<file path="src/rtl/redirect_ctrl.sv">
`default_nettype none
// ============================================================================
// Module      : redirect_ctrl
// Description : Front-end redirect controller. Arbitrates trap, branch
//               misprediction and predictor redirects, sequences the
//               fetch/decode flush, and produces gap-separated predictor
//               feedback pulses with a saturating misprediction counter.
// Revision    : 1.0 - initial release
// ============================================================================
module redirect_ctrl #(
  parameter int XLEN         = 32,
  parameter int FLUSH_CYCLES = 2
) (
  input  logic            clk,
  input  logic            rst_n,
  input  logic            ex_valid,
  input  logic            ex_is_cond,
  input  logic            ex_pred_taken,
  input  logic            ex_taken,
  input  logic [XLEN-1:0] ex_target,
  input  logic [XLEN-1:0] ex_fallthrough,
  input  logic            bpu_pc_write,
  input  logic [XLEN-1:0] bpu_pc_value,
  input  logic            trap_req,
  input  logic [XLEN-1:0] trap_vector,
  output logic            trap_ack,
  output logic            pc_write,
  output logic [XLEN-1:0] pc_value,
  output logic            flush_n,
  output logic            stall,
  output logic            predict_ok,
  output logic            mispredict,
  output logic [15:0]     mispredict_count
);

  localparam logic [1:0] ST_IDLE  = 2'd0;
  localparam logic [1:0] ST_FLUSH = 2'd1;
  localparam logic [1:0] ST_DRAIN = 2'd2;

  // Counter reload value: FLUSH lasts FLUSH_CYCLES cycles including entry.
  localparam logic [3:0] FLUSH_LAST = 4'(FLUSH_CYCLES - 1);

  logic [1:0]      state;
  logic [3:0]      flush_cnt;
  logic            pend_valid;
  logic            pend_mis;

  logic            in_idle;
  logic            ev_cond;
  logic            ev_mis;
  logic            ev_ok;
  logic            take_trap;
  logic            redirect;
  logic [XLEN-1:0] redirect_addr;

  // Classify the resolved branch and pick the winning redirect source.
  // Everything is gated by IDLE: results seen in FLUSH/DRAIN are wrong-path.
  always_comb begin
    in_idle   = (state == ST_IDLE);
    ev_cond   = in_idle & ex_valid & ex_is_cond;
    ev_mis    = ev_cond & (ex_taken != ex_pred_taken);
    ev_ok     = ev_cond & (ex_taken == ex_pred_taken);
    take_trap = in_idle & trap_req;
    redirect  = take_trap | ev_mis | (in_idle & bpu_pc_write);
    if (take_trap) begin
      redirect_addr = trap_vector;
    end else if (ev_mis) begin
      redirect_addr = ex_taken ? ex_target : ex_fallthrough;
    end else begin
      redirect_addr = bpu_pc_value;
    end
  end

  // Redirect sequencer: registered PC load, then flush, then one drain cycle.
  always_ff @(posedge clk or negedge rst_n) begin
    if (!rst_n) begin
      state     <= ST_IDLE;
      flush_cnt <= 4'd0;
      pc_write  <= 1'b0;
      pc_value  <= '0;
      flush_n   <= 1'b1;
      stall     <= 1'b0;
      trap_ack  <= 1'b0;
    end else begin
      pc_write <= 1'b0;
      trap_ack <= 1'b0;
      case (state)
        ST_IDLE: begin
          if (redirect) begin
            state     <= ST_FLUSH;
            flush_cnt <= FLUSH_LAST;
            pc_write  <= 1'b1;
            pc_value  <= redirect_addr;
            trap_ack  <= take_trap;
            flush_n   <= 1'b0;
            stall     <= 1'b1;
          end
        end
        ST_FLUSH: begin
          if (flush_cnt == 4'd0) begin
            state   <= ST_DRAIN;
            flush_n <= 1'b1;
          end else begin
            flush_cnt <= flush_cnt - 4'd1;
          end
        end
        ST_DRAIN: begin
          state <= ST_IDLE;
          stall <= 1'b0;
        end
        default: begin
          state   <= ST_IDLE;
          flush_n <= 1'b1;
          stall   <= 1'b0;
        end
      endcase
    end
  end

  // Predictor feedback: one-cycle pulses separated by a mandatory low cycle.
  // An event that lands on the low cycle waits in a single pending slot; a
  // misprediction may replace a waiting predict_ok, anything else is dropped.
  always_ff @(posedge clk or negedge rst_n) begin
    if (!rst_n) begin
      predict_ok <= 1'b0;
      mispredict <= 1'b0;
      pend_valid <= 1'b0;
      pend_mis   <= 1'b0;
    end else if (predict_ok | mispredict) begin
      predict_ok <= 1'b0;
      mispredict <= 1'b0;
      if (!pend_valid && (ev_ok || ev_mis)) begin
        pend_valid <= 1'b1;
        pend_mis   <= ev_mis;
      end else if (pend_valid && !pend_mis && ev_mis) begin
        pend_mis <= 1'b1;
      end
    end else if (pend_valid) begin
      pend_valid <= 1'b0;
      pend_mis   <= 1'b0;
      mispredict <= pend_mis | ev_mis;
      predict_ok <= ~(pend_mis | ev_mis);
    end else begin
      predict_ok <= ev_ok;
      mispredict <= ev_mis;
    end
  end

  // Saturating count of mispredictions accepted in IDLE, trap-preempted ones included.
  always_ff @(posedge clk or negedge rst_n) begin
    if (!rst_n) begin
      mispredict_count <= 16'd0;
    end else if (ev_mis && (mispredict_count != 16'hFFFF)) begin
      mispredict_count <= mispredict_count + 16'd1;
    end
  end

endmodule
`default_nettype wire

</file>
<file path="config.mk">
export PLATFORM = sky130hd
export DESIGN_NAME = redirect_ctrl
export DESIGN_NICKNAME = d
export VERILOG_FILES = /design/src/rtl/redirect_ctrl.sv
export SDC_FILE = /design/constraint.sdc
export NUM_CORES = 1
export LEC_CHECK = 0
export ABC_AREA = 1
export BUFFER_PORTS_ARGS = -buffer_cell sky130_fd_sc_hd__buf_2
export CAP_MARGIN = 40
export CELL_PAD_IN_SITES_DETAIL_PLACEMENT = 1
export CELL_PAD_IN_SITES_GLOBAL_PLACEMENT = 1
export CORE_MARGIN = 5
export CORE_UTILIZATION = 29
export DETAILED_ROUTE_END_ITERATION = 12
export GPL_TIMING_DRIVEN = 0
export HOLD_SLACK_MARGIN = 0.05
export MAX_ROUTING_LAYER = met4
export PLACE_DENSITY_LB_ADDON = 0.12
export REMOVE_ABC_BUFFERS = 1
export SETUP_SLACK_MARGIN = 0.2
export SYNTH_ARGS = -nofsm -noshare
export SYNTH_HDL_FRONTEND = slang
export SYNTH_SLANG_ARGS = --single-unit
export TNS_END_PERCENT = 30
</file>
<file path="constraint.sdc">
create_clock -name clk -period 1.55 [get_ports clk]
set_clock_uncertainty 0.05 [all_clocks]
set_input_delay 0.31 -clock clk [delete_from_list [all_inputs] [get_ports clk]]
set_output_delay 0.31 -clock clk [all_outputs]
set_load 0.02 [all_outputs]
</file>
==> impl_metrics.ini <==
[outcome]
status = finished with violations
violations = negative setup slack

[hold_path]
min_path_type = input port to register

[floorplanning]
chipHeight_um = 132.4
initial_utilization = 0.2978
core-area_mm2 = 0.01459
die_area_mm2 = 0.01753
io_pins = 190
row_count = 44
die_w_um = 132.4

[layout]
area_growth_pct = 60.02
final_nets = 1039
layout-drive-gt1-share = 0.4066
final_area_mm2 = 0.006952
mostFrequentLayoutCells = 211 x nand2_1, 182 x buf_2, 79 x nor2_1
finalNonFillerCells = 1092
nFillCells = 1879
layout_commonest_cell = nand2_1
fin_util = 0.4765

[grt]
grt_pass1_wl_um = 30290
grt_pass1_vias = 5763
met2_usage = 0.3802
grt-busiest-layer = met2
antenna_found_initial = 3
grt_use_met1 = 0.2605
grt_max_degree = 61
gr-usage-all-layers = 0.2218
grt_use_met3 = 0.04542
grt.overflow.total = 0

[setup_path]
path_cells = buf_6, nor2_4, o21ai_4, buf_12, nand2_8, buf_12, inv_12, nand2_2, nand2_1
worst_path_max_delay_cell = dfrtp_1
cp_max_fo = 7
crit_path_end = pc_value[21]$_DFFE_PN0P_
reg2reg_to = pc_value[21]$_DFFE_PN0P_
critical_path.most_common_cell = buf_12
reg2reg_depth = 9
cp.buffers_inverters = 4
r2r_start = state[1]$_DFFE_PN0P_
crit_path_end_kind = register
path_delay_family = buffers and inverters
worstPathArrival_ps = 1730
max_stage_delay_ps = 410
path_class = register to register
startpoint_type = register
required_ps = 1720
cp-startpoint = state[1]$_DFFE_PN0P_
critical_path_cell_count = 9
reg2reg_slack_ps = -4

[timing]
fmax_mhz = 643.4
tightestPinTransition_ps = 470.0
tns_ps = -5.078
setup_ws_ps = -4.207
post-route-min-period_ps = 1554
slew_violations = 0
final-hold-violation-count = 0
setup_viol = 2
rsz0062_at_grt = true
slew_headroom = 0.6863
finalCritPeriodShare = 1.003
whs_ps = 223.7

[route]
drtPass1Iterations = 4
wl_um = 19130
ant_nets = 0
via_count = 5176
via_per_inst = 4.740
drcViolationCount = 0
drt_iter0_drc = 206
wl_per_cell_um = 17.52

[cts]
ctsRootBufferMaster = clkbuf_16
clk_latency_ps = 340
cts_tree = done
cts_num_sinks = 62
numCtsBuffers = 9
clk_pin_slew_ps = 60
h-tree-depth = 3
cts_buffer_depth = 2

[power_and_ir_drop]
p_seq_frac = 0.251
leakage_nw = 3.774
p_clk_frac = 0.207
p_sw_frac = 0.4324
combPwrFrac = 0.543
peakVddDrop_uv = 643.2
internal_power_mw = 5.993
powerDensity_mw_per_mm2 = 1519
switching_power_mw = 4.565
power_mw = 10.56

[synth]
async_flop_share = 1.000
synth_cell_types = 36
avgSynthCellArea_um2 = 6.436
ys.flop_type = dfrtp_1
seq_area_frac_synth = 0.3574
yosysWarnings = 0
synthesis.instances = 675
netlist_area_mm2 = 0.004344
synth_edf_count = 0
yosys_register_bits = 62

[place]
hpwl_um = 11550
globalplace.congestion = 0.8123
port_buffers = 189
place_inst = 1019
pre_cts_slack_ps = -1599
placed_area_mm2 = 0.005403

[run]
drv_cap = 0
cells by family after synthesis:
logic type,after synthesis,share of synthesized area
and+or+nand+nor,434,0.4217
AOI/OAI and AO/OA,50,0.07258
buffers and inverters,117,0.1215
adders and majority gates,3,0.008641
DFF,62,0.3574
xor gates and xnor gates,9,0.01814
layer usage:
metal  up-vias  part of all wire
met5         -                 0
met4         0             0.012
met3        17             0.061
met2       155              0.50
met1      2452              0.42
li1       2552                 -
tightest hold or removal path: cells and delay by family:
family / cells / cell delay [ps]
and+or+nand+nor: 4 / 180
buffers and inverters: 1 / 90
cell usage after synthesis (2+ instances only):
master      n  area [um^2]
a21boi_0   18        135.1
a21boi_1    2        15.01
a21oi_1    21        105.1
buf_2       7        35.03
buf_4       6        45.04
buf_6       5        56.30
clkbuf_1   12        45.04
dfrtp_1    61         1526
ha_1        3        37.54
inv_1      80        300.3
inv_2       2        7.510
nand2_1   237        889.6
nand2_2     2        12.51
nand2_4     2        22.52
nand3_1    77        385.4
nand4_1     5        31.28
nor2_1     98        367.9
nor2_2      6        37.54
nor2_4      2        22.52
o21ai_0     4        20.02
o21ai_2     2        17.52
or2_2       2        12.51
xnor2_1     4        35.03
xor2_1      5        43.79
cell type report:
class | count | area, um^2 | share of cell area
clock buffer | 10 | 229.0 | 0.03294
antenna | 3 | 7.507 | 0.001080
inverter | 84 | 340.3 | 0.04896
timing repair inverter | 3 | 36.28 | 0.005220
multi-input combinational | 506 | 2843 | 0.4089
clock inverter | 6 | 86.33 | 0.01242
sequential | 62 | 1562 | 0.2246
timing repair buffer | 234 | 1618 | 0.2327
tap | 184 | 230.2 | 0.03312
timing repair:
action	4_1_cts	5_1_grt
hold endpoints to repair	61	0
cloned	15	2
pin swaps	47	24
setup buffers	29	7
setup endpoints to repair	67	75
gates resized for setup	123	46
hold buffers	1	0
registers in the layout (all words and copies together), names as in the netlist:
| signal | flops |
|---|---|
| flush_cnt | 4 |
| state | 2 |
| pc_value | 32 |
| predict_ok | 1 |
| pc_write | 1 |
| mispredict | 1 |
| pend_valid | 1 |
| trap_ack | 1 |
| stall | 1 |
| pend_mis | 1 |
| flush_n | 1 |
| mispredict_count | 16 |
worst min path at each step:
stage / start / to / slack, ps / cells after the start
floorplan: rst_n / flush_cnt[0]$_DFFE_PN0P_ / -40 / 0
global placement: pc_value[29]$_DFFE_PN0P_ / pc_value[29]$_DFFE_PN0P_ / 410 / 2
detailed placement: rst_n / pc_value[12]$_DFFE_PN0P_ / 70 / 1
CTS: bpu_pc_value[27] / pc_value[27]$_DFFE_PN0P_ / 210 / 5
global route: bpu_pc_value[27] / pc_value[27]$_DFFE_PN0P_ / 230 / 5
finish: bpu_pc_value[27] / pc_value[27]$_DFFE_PN0P_ / 220 / 5
power groups by stage:
stage / Combinational, mW / Sequential [mW] / Clock [mW]
floorplan: 1.72 / 3.11 / 0
global placement: 3.59 / 2.53 / 0
detailed placement: 3.78 / 2.56 / 0
CTS: 5.40 / 2.61 / 2.24
global route: 6.21 / 2.72 / 2.31
finish: 5.73 / 2.65 / 2.18
(Power assumes the default switching activity.)
